$ cat src/rtl/dcache_pkg.sv
// Shared types and constants for the direct-mapped write-back data cache:
// load/store encodings, FSM states and block geometry.
package dcache_pkg;

    localparam int BLOCK_BITS      = 128;
    localparam int WORD_BITS       = 32;
    localparam int OFFSET_BITS     = 4;
    localparam int WORDS_PER_BLOCK = 4;

    typedef enum logic [2:0] {
        F3_LB  = 3'b000,
        F3_LH  = 3'b001,
        F3_LW  = 3'b010,
        F3_LBU = 3'b100,
        F3_LHU = 3'b101
    } load_op_e;

    typedef enum logic [1:0] {
        SZ_B = 2'b00,
        SZ_H = 2'b01,
        SZ_W = 2'b10
    } store_size_e;

    typedef enum logic [1:0] {
        ST_IDLE      = 2'd0,
        ST_WRITEBACK = 2'd1,
        ST_FETCH     = 2'd2,
        ST_UPDATE    = 2'd3
    } dcache_state_e;

endpackage

$ cat src/rtl/dcache_if.sv
// CPU-side request bus and block-wide main-memory port of the data cache.
// slave = cache side, master = CPU pipeline plus main memory.
interface dcache_if #(
    parameter int ADDR_W = 32
);
    logic [3:0]        memReadEn;
    logic [2:0]        memWriteEn;
    logic [ADDR_W-1:0] DATA_CACHE_ADDR;
    logic [31:0]       DATA_CACHE_DATA;
    logic [31:0]       DATA_CACHE_READ_DATA;
    logic              DATA_CACHE_BUSY_WAIT;
    logic              mem_read;
    logic              mem_write;
    logic [ADDR_W-5:0] mem_address;
    logic [127:0]      mem_writedata;
    logic [127:0]      mem_readdata;
    logic              mem_busywait;

    modport slave (
        input  memReadEn, memWriteEn, DATA_CACHE_ADDR, DATA_CACHE_DATA,
        input  mem_readdata, mem_busywait,
        output DATA_CACHE_READ_DATA, DATA_CACHE_BUSY_WAIT,
        output mem_read, mem_write, mem_address, mem_writedata
    );

    modport master (
        output memReadEn, memWriteEn, DATA_CACHE_ADDR, DATA_CACHE_DATA,
        output mem_readdata, mem_busywait,
        input  DATA_CACHE_READ_DATA, DATA_CACHE_BUSY_WAIT,
        input  mem_read, mem_write, mem_address, mem_writedata
    );
endinterface

$ cat src/rtl/dcache_byte_lane.sv
// Combinational byte-lane logic: load extraction with sign/zero extension and
// store merge of a byte/half/word into an existing 32-bit word.
module dcache_byte_lane
    import dcache_pkg::*;
(
    input  logic [31:0] i_word,
    input  logic [1:0]  i_offset,
    input  logic [2:0]  i_funct3,
    input  logic [31:0] i_store_data,
    input  logic [1:0]  i_size,
    output logic [31:0] o_load_data,
    output logic [31:0] o_merged_word
);
    logic [7:0]  w_byte;
    logic [15:0] w_half;

    always_comb begin
        w_byte = i_word[{i_offset, 3'b000} +: 8];
        w_half = i_offset[1] ? i_word[31:16] : i_word[15:0];
        case (i_funct3)
            F3_LB:   o_load_data = {{24{w_byte[7]}}, w_byte};
            F3_LH:   o_load_data = {{16{w_half[15]}}, w_half};
            F3_LBU:  o_load_data = {24'h0, w_byte};
            F3_LHU:  o_load_data = {16'h0, w_half};
            default: o_load_data = i_word;
        endcase
    end

    // Misaligned halfword/word stores are aligned down, matching loads.
    always_comb begin
        o_merged_word = i_word;
        case (i_size)
            SZ_B: o_merged_word[{i_offset, 3'b000} +: 8] = i_store_data[7:0];
            SZ_H: begin
                if (i_offset[1]) o_merged_word[31:16] = i_store_data[15:0];
                else             o_merged_word[15:0]  = i_store_data[15:0];
            end
            SZ_W:    o_merged_word = i_store_data;
            default: o_merged_word = i_word;
        endcase
    end
endmodule

$ cat src/rtl/data_cache.sv
// Direct-mapped, write-back, write-allocate data cache with zero-stall hits.
// Optional hit/miss counters when DCACHE_STATS_EN is defined.
//   state     | meaning
//   IDLE      | serve hits combinationally, launch refill on miss
//   WRITEBACK | dirty victim block being written to main memory
//   FETCH     | requested block being read from main memory
//   UPDATE    | refill block installed, request replays as a hit
module data_cache
    import dcache_pkg::*;
#(
    parameter int INDEX_BITS = 3,
    parameter int ADDR_W     = 32
) (
    input  logic  CLK,
    input  logic  RESET,
    dcache_if.slave bus
`ifdef DCACHE_STATS_EN
    ,
    output logic [31:0] hit_count,
    output logic [31:0] miss_count
`endif
);
    localparam int LINES = 1 << INDEX_BITS;
    localparam int TAG_W = ADDR_W - OFFSET_BITS - INDEX_BITS;

    logic [BLOCK_BITS-1:0] r_data [LINES];
    logic [TAG_W-1:0]      r_tag  [LINES];
    logic [LINES-1:0]      r_valid;
    logic [LINES-1:0]      r_dirty;
    logic [BLOCK_BITS-1:0] r_fill;

    dcache_state_e         r_state;
    logic                  r_seen_busy;
    logic                  r_mem_read;
    logic                  r_mem_write;
    logic [ADDR_W-5:0]     r_mem_address;
    logic [BLOCK_BITS-1:0] r_mem_writedata;
    logic [31:0]           r_read_data;

    logic                  w_rd;
    logic                  w_wr;
    logic                  w_req;
    logic [INDEX_BITS-1:0] w_index;
    logic [TAG_W-1:0]      w_tag;
    logic [1:0]            w_word;
    logic [BLOCK_BITS-1:0] w_line;
    logic [31:0]           w_old_word;
    logic [31:0]           w_load;
    logic [31:0]           w_new_word;
    logic [BLOCK_BITS-1:0] w_merged_line;
    logic                  w_hit;
    logic                  w_idle;
    logic                  w_rd_hit;
    logic                  w_wr_hit;
    logic                  w_miss;
    logic                  w_xfer_done;

    // A simultaneous read and write is illegal; the read wins.
    assign w_rd        = bus.memReadEn[3];
    assign w_wr        = bus.memWriteEn[2] & ~w_rd;
    assign w_req       = w_rd | w_wr;
    assign w_index     = bus.DATA_CACHE_ADDR[OFFSET_BITS +: INDEX_BITS];
    assign w_tag       = bus.DATA_CACHE_ADDR[ADDR_W-1 -: TAG_W];
    assign w_word      = bus.DATA_CACHE_ADDR[3:2];
    assign w_line      = r_data[w_index];
    assign w_old_word  = w_line[{w_word, 5'b00000} +: 32];
    assign w_hit       = r_valid[w_index] && (r_tag[w_index] == w_tag);
    assign w_idle      = (r_state == ST_IDLE);
    assign w_rd_hit    = w_idle && w_rd && w_hit;
    assign w_wr_hit    = w_idle && w_wr && w_hit;
    assign w_miss      = w_idle && w_req && !w_hit;
    assign w_xfer_done = r_seen_busy && !bus.mem_busywait;

    dcache_byte_lane u_byte_lane (
        .i_word        (w_old_word),
        .i_offset      (bus.DATA_CACHE_ADDR[1:0]),
        .i_funct3      (bus.memReadEn[2:0]),
        .i_store_data  (bus.DATA_CACHE_DATA),
        .i_size        (bus.memWriteEn[1:0]),
        .o_load_data   (w_load),
        .o_merged_word (w_new_word)
    );

    always_comb begin
        w_merged_line = w_line;
        w_merged_line[{w_word, 5'b00000} +: 32] = w_new_word;
    end

    always_ff @(posedge CLK or negedge RESET) begin
        if (!RESET) begin
            r_state         <= ST_IDLE;
            r_valid         <= '0;
            r_dirty         <= '0;
            r_seen_busy     <= 1'b0;
            r_mem_read      <= 1'b0;
            r_mem_write     <= 1'b0;
            r_mem_address   <= '0;
            r_mem_writedata <= '0;
            r_read_data     <= '0;
        end else begin
            case (r_state)
                ST_IDLE: begin
                    if (w_rd_hit) r_read_data <= w_load;
                    if (w_wr_hit) r_dirty[w_index] <= 1'b1;
                    if (w_miss) begin
                        r_seen_busy <= 1'b0;
                        if (r_valid[w_index] && r_dirty[w_index]) begin
                            r_state         <= ST_WRITEBACK;
                            r_mem_write     <= 1'b1;
                            r_mem_address   <= {r_tag[w_index], w_index};
                            r_mem_writedata <= w_line;
                        end else begin
                            r_state       <= ST_FETCH;
                            r_mem_read    <= 1'b1;
                            r_mem_address <= bus.DATA_CACHE_ADDR[ADDR_W-1:4];
                        end
                    end
                end
                ST_WRITEBACK: begin
                    if (bus.mem_busywait) begin
                        r_seen_busy <= 1'b1;
                    end else if (r_seen_busy) begin
                        r_seen_busy   <= 1'b0;
                        r_state       <= ST_FETCH;
                        r_mem_write   <= 1'b0;
                        r_mem_read    <= 1'b1;
                        r_mem_address <= bus.DATA_CACHE_ADDR[ADDR_W-1:4];
                    end
                end
                ST_FETCH: begin
                    if (bus.mem_busywait) begin
                        r_seen_busy <= 1'b1;
                    end else if (r_seen_busy) begin
                        r_seen_busy <= 1'b0;
                        r_state     <= ST_UPDATE;
                        r_mem_read  <= 1'b0;
                    end
                end
                ST_UPDATE: begin
                    r_valid[w_index] <= 1'b1;
                    r_dirty[w_index] <= 1'b0;
                    r_state          <= ST_IDLE;
                end
                default: r_state <= ST_IDLE;
            endcase
        end
    end

    // Data and tag storage carry no reset; validity alone qualifies them.
    always_ff @(posedge CLK) begin
        if (r_state == ST_FETCH && w_xfer_done) r_fill <= bus.mem_readdata;
        if (w_wr_hit) r_data[w_index] <= w_merged_line;
        if (r_state == ST_UPDATE) begin
            r_data[w_index] <= r_fill;
            r_tag[w_index]  <= w_tag;
        end
    end

`ifdef DCACHE_STATS_EN
    logic r_stalled;

    always_ff @(posedge CLK or negedge RESET) begin
        if (!RESET) begin
            hit_count  <= '0;
            miss_count <= '0;
            r_stalled  <= 1'b0;
        end else begin
            if (w_miss) begin
                r_stalled <= 1'b1;
                if (miss_count != 32'hFFFF_FFFF) miss_count <= miss_count + 32'd1;
            end
            if (w_idle && w_req && w_hit) begin
                r_stalled <= 1'b0;
                if (!r_stalled && hit_count != 32'hFFFF_FFFF) hit_count <= hit_count + 32'd1;
            end
        end
    end
`endif

    assign bus.DATA_CACHE_BUSY_WAIT = RESET && (!w_idle || w_miss);
    assign bus.DATA_CACHE_READ_DATA = w_rd_hit ? w_load : r_read_data;
    assign bus.mem_read             = r_mem_read;
    assign bus.mem_write            = r_mem_write;
    assign bus.mem_address          = r_mem_address;
    assign bus.mem_writedata        = r_mem_writedata;
endmodule

$ cat src/flat_wrapper.sv
// flat-port wrapper written by rule: the top's interface ports become plain ports
module data_cache_flat import dcache_pkg::*;
#(
    parameter int INDEX_BITS = 3,
    parameter int ADDR_W     = 32
)
  (CLK, RESET, bus_memReadEn, bus_memWriteEn, bus_DATA_CACHE_ADDR, bus_DATA_CACHE_DATA, bus_mem_readdata, bus_mem_busywait, bus_DATA_CACHE_READ_DATA, bus_DATA_CACHE_BUSY_WAIT, bus_mem_read, bus_mem_write, bus_mem_address, bus_mem_writedata);
  dcache_if #(.ADDR_W(ADDR_W)) bus_i ();
  input  logic CLK;
  input  logic RESET;
  input wire logic [$bits(bus_i.memReadEn)-1:0] bus_memReadEn;
  input wire logic [$bits(bus_i.memWriteEn)-1:0] bus_memWriteEn;
  input wire logic [$bits(bus_i.DATA_CACHE_ADDR)-1:0] bus_DATA_CACHE_ADDR;
  input wire logic [$bits(bus_i.DATA_CACHE_DATA)-1:0] bus_DATA_CACHE_DATA;
  input wire logic [$bits(bus_i.mem_readdata)-1:0] bus_mem_readdata;
  input wire logic [$bits(bus_i.mem_busywait)-1:0] bus_mem_busywait;
  output wire logic [$bits(bus_i.DATA_CACHE_READ_DATA)-1:0] bus_DATA_CACHE_READ_DATA;
  output wire logic [$bits(bus_i.DATA_CACHE_BUSY_WAIT)-1:0] bus_DATA_CACHE_BUSY_WAIT;
  output wire logic [$bits(bus_i.mem_read)-1:0] bus_mem_read;
  output wire logic [$bits(bus_i.mem_write)-1:0] bus_mem_write;
  output wire logic [$bits(bus_i.mem_address)-1:0] bus_mem_address;
  output wire logic [$bits(bus_i.mem_writedata)-1:0] bus_mem_writedata;
  assign bus_i.memReadEn = bus_memReadEn;
  assign bus_i.memWriteEn = bus_memWriteEn;
  assign bus_i.DATA_CACHE_ADDR = bus_DATA_CACHE_ADDR;
  assign bus_i.DATA_CACHE_DATA = bus_DATA_CACHE_DATA;
  assign bus_i.mem_readdata = bus_mem_readdata;
  assign bus_i.mem_busywait = bus_mem_busywait;
  assign bus_DATA_CACHE_READ_DATA = bus_i.DATA_CACHE_READ_DATA;
  assign bus_DATA_CACHE_BUSY_WAIT = bus_i.DATA_CACHE_BUSY_WAIT;
  assign bus_mem_read = bus_i.mem_read;
  assign bus_mem_write = bus_i.mem_write;
  assign bus_mem_address = bus_i.mem_address;
  assign bus_mem_writedata = bus_i.mem_writedata;
  data_cache #(.INDEX_BITS(INDEX_BITS), .ADDR_W(ADDR_W)) u_core (.CLK(CLK), .RESET(RESET), .bus(bus_i));
endmodule
$ cat config.mk
export PLATFORM = sky130hd
export DESIGN_NAME = data_cache_flat
export DESIGN_NICKNAME = d
export VERILOG_FILES = /design/src/rtl/dcache_pkg.sv /design/src/rtl/dcache_if.sv /design/src/rtl/dcache_byte_lane.sv /design/src/rtl/data_cache.sv /design/src/flat_wrapper.sv
export SDC_FILE = /design/constraint.sdc
export NUM_CORES = 2
export LEC_CHECK = 0
export CORE_MARGIN = 1.5
export CORE_UTILIZATION = 30
export CTS_BUF_LIST = sky130_fd_sc_hd__clkbuf_8
export DETAILED_ROUTE_END_ITERATION = 10
export PLACE_DENSITY = 0.47
export SLEW_MARGIN = 20
export SYNTH_ARGS = -nofsm -noshare
export SYNTH_HDL_FRONTEND = slang
export SYNTH_SLANG_ARGS = --single-unit
$ cat constraint.sdc
create_clock -name CLK -period 34 [get_ports CLK]
set_input_delay 5.1 -clock CLK [delete_from_list [all_inputs] [get_ports CLK]]
set_output_delay 5.1 -clock CLK [all_outputs]
set_load 0.02 [all_outputs]
==> reports/qor.txt <==
input/output buffers - 392
RR Startpoint - u_core.r_tag[0][5]
highest cell delay on the worst timing path - 960 ps
post-CTS sizing - 0
Worst-path clk slew - 50 ps
DRT iter0 DRCs - 4,102
initial antenna violation count - 16
Seq cells post-synth - 1,561
DPL Wire Length - 155 mm
number of synthesized flops with an enable pin - 1,352
area grow syn2layout - 19.7%
number of global-route vias before repair - 40.4k
Peak supply drop - 0.0000511 V
FF-to-FF End - u_core.r_data[2][19]
Post-synth ARST share - 13.4%
CTS H-Tree Depth - 5
Synth cell types - 89
Max Root-Sink Buffers - 4
pin count of the biggest net entering global routing - 117
Worst EP arrival - 12,090 ps
delay-heaviest family, CP - buffers and inverters
worst r2r path cells - 12
Clk Latency, worst-skew pair - 1050 ps
post-route cell area - 76,800 um2
Post-CTS Setup Bufs - 0
LEAKAGE - 26.5 nW
fmax - 0.0582 GHz
Num CTS Buffers - 296
ys flop type - edfxtp_1
final WL - 247 mm
Sw Share - 31.3%
CP startpoint kind - input port
height of the die - 465 um
combinational power share - 23.0%
clock power share - 31.0%
sequential share of the synthesized area - 71.4%
Synth Instances - 3,906
Critical Path RT - 28,900 ps
hold path startpoint - u_core.r_valid[1]
Core Area - 212,000 um2
CP max-delay cell - nor2b_2
Stages on worst setup path - 15
Power Internal - 3.80 mW
RSZ-0062 raised after global routing - no
I/O pin total - 393
TritonRoute pass-1 iters - 9
Max Cap Violations - 0
root buf cell - clkbuf_8
first-pass GRT wire length - 338 mm
status - finished, violations left
fin nets - 4,684
switching power - 1.73 mW
Crit. End Element - output port
Post-Route Setup TNS - 0 ps
worst hold path type - flip-flop to flip-flop
fill cell count - 20.3k
hold_buf cts - 0
Post-DP Area - 71,400 um2
Reg2Reg Setup Slack - 27,110 ps
die width - 465 um
WS Path Type - input port to output port
Worst Path Buf+Inv - 6
max-slew violations - 0
Slew @ Worst Pin - 1180 ps
CP max FO - 56
total power - 5.53 mW
DR vias - 40.9k
Vias/cell - 5.45
final setup skew - 136 ps
Mean Syn Cell Area - 16.4 um2
crit path cell chain - buf_8 > buf_4 > buf_4 > nor2b_2 > buf_4 > a22oi_1 > a22oi_1 > xnor2_1 > nor4_1 > and4b_1 > nor2b_4 > buf_4 > o21ai_0 > o21ai_0 > clkdlybuf4s50_1
end point of the critical path - bus_DATA_CACHE_READ_DATA[6]
violations in the final reports - DRC
most frequent cell on the critical path - buf_4
DRC - 34
# clock sinks - 1,561
CTS tree - built
Initial Utilization - 30.2%
Tcrit/Tclk final - 50.5%
Worst slew margin - 21.4%
Synth Warn # - 0
Final Hold Vio Count - 0
RePlAce Congestion - 0.850
total gr overflow - 0
layout cells sized above 1 - 19.4%
setup ws final - 16,810 ps
row cnt - 169
final setup vio count - 0
minimum clock period - 17,190 ps
Critical Path Source - bus_DATA_CACHE_ADDR[5]
ANT nets after route - 0
GRT Overall Usage - 22.3%
Flop pwr share - 46.0%
syn nets - 4,122
routed len/inst - 32.9 um
Worst Hold Path Cells - 1
pre-CTS WS - 16,710 ps
Synth Cell Area - 64,100 um2
power per cell area - 72.1 nW/um2
full die area - 217,000 um2
==> final cells by class <==
cell class	instances	area [um2]	area share, %
diodes	9	22.5	0.0293
clock buffers	331	4560	5.93
clock inverters	177	811	1.06
inverters	83	315	0.411
multi-input cells	2008	16700	21.8
flip-flops and latches	1561	45800	59.7
well taps	2821	3530	4.60
repair buffers	518	4960	6.46
==> state kept, by name, summed over array words and instances (netlist names), named ones only <==
signal,count
u_core.r_read_data,32
u_core.bus.mem_write,1
u_core.bus.mem_read,1
u_core.r_tag,200
u_core.r_seen_busy,1
u_core.r_state,2
u_core.bus.mem_address,28
u_core.r_data,1024
u_core.r_valid,8
u_core.r_fill,128
u_core.bus.mem_writedata,128
==> power groups by stage <==
stage / Combinational, mW / Clock (mW) / Sequential, mW
2_1_floorplan: 0.546 / 0 / 2.66
6_report: 1.27 / 1.72 / 2.55
3_3_place_gp: 1.26 / 0 / 2.58
5_1_grt: 1.34 / 1.83 / 2.56
4_1_cts: 1.28 / 1.75 / 2.55
3_5_place_dp: 1.27 / 0 / 2.59
==> worst reg2reg max path, delay by kind of cell (launching register included) <==
| kind | cells | cell delay (ps) |
|---|---|---|
| muxes | 2 | 700 |
| xor gates and xnor gates | 1 | 210 |
| buffers and inverters | 3 | 2350 |
| AOI/OAI and AO/OA | 3 | 1530 |
| DFF | 1 | 370 |
| and+or+nand+nor | 3 | 1260 |
==> layer usage <==
| layer | global-route usage (%) | part of all wire (%) | vias up |
|---|---|---|---|
| met1 | 29.4 | 41 | 21483 |
| li1 | - | - | 16882 |
| met5 | 0 | 0.0053 | - |
| met4 | 10.8 | 5.0 | 2 |
| met3 | 4.86 | 7.9 | 485 |
| met2 | 34.7 | 46 | 2037 |
==> through the flow <==
step,hold slack [ps],std cells,util [%]
after global routing,489,7504,36.2
after detailed placement,453,6990,33.6
after floorplan,434,3906,-
after CTS,467,7498,36.1
final,470,7508,36.2
after global placement,451,6989,33.6
==> cells in the mapped netlist, types with 15 or more instances <==
master / n / area share, %
edfxtp_1: 1352 / 63
dfrtp_1: 209 / 8.2
mux2i_1: 197 / 3.1
mux2_2: 181 / 3.2
nor2_1: 174 / 1.0
a22oi_1: 173 / 2.0
nand2_1: 169 / 0.99
o21ai_0: 147 / 1.1
a21oi_1: 140 / 1.1
a221oi_1: 126 / 1.7
clkbuf_1: 115 / 0.67
mux4_2: 89 / 3.1
inv_1: 78 / 0.46
mux2_4: 76 / 1.8
o221ai_1: 76 / 1.0
buf_2: 49 / 0.38
o22ai_1: 47 / 0.46
buf_4: 37 / 0.43
buf_6: 37 / 0.65
a221o_1: 34 / 0.53
a22o_1: 25 / 0.34
nand3_1: 23 / 0.18
o21ai_1: 23 / 0.18
o211ai_1: 20 / 0.23
a222oi_1: 19 / 0.30
nand2b_1: 18 / 0.18
o2bb2ai_1: 17 / 0.23
or2_2: 16 / 0.16
and2_1: 15 / 0.15
o22a_1: 15 / 0.20
==> cell families (layout without fill, tap and decap cells) <==
logic type | Yosys count | in the layout | share of synthesized area [%]
AO/OA/AOI/OAI | 920 | 920 | 10.3
AND/OR/NAND/NOR | 509 | 509 | 3.70
multiplexers | 548 | 548 | 11.3
XOR/XNOR | 17 | 17 | 0.232
adder cells (fa/ha/maj) | 14 | 14 | 0.273
flip-flops | 1561 | 1561 | 71.4
buffers and inverters | 337 | 1109 | 2.80
other | 0 | 9 | 0
==> cell usage in the layout, fill, tap and decap left out, drive strengths merged, types with 46 or more instances in the layout <==
cell	n
o22ai	47
mux2i	198
edfxtp	1352
dfrtp	209
a22oi	174
clkinv	46
clkbuf	331
mux4	89
a221oi	128
nand2	170
mux2	261
nor2	176
a21oi	141
o221ai	77
clkdlybuf4s50	384
o21ai	171
buf	134
inv	207
==> how the worst min path moves through the flow <==
stage / endpoint / slack [ps]
2_1_floorplan: u_core.r_valid[6] / 430
3_3_place_gp: u_core.r_valid[1] / 450
3_5_place_dp: u_core.r_valid[6] / 450
4_1_cts: u_core.r_valid[1] / 470
5_1_grt: u_core.r_valid[6] / 490
6_report: u_core.r_valid[1] / 470
Power figures use the tool's default switching activity.
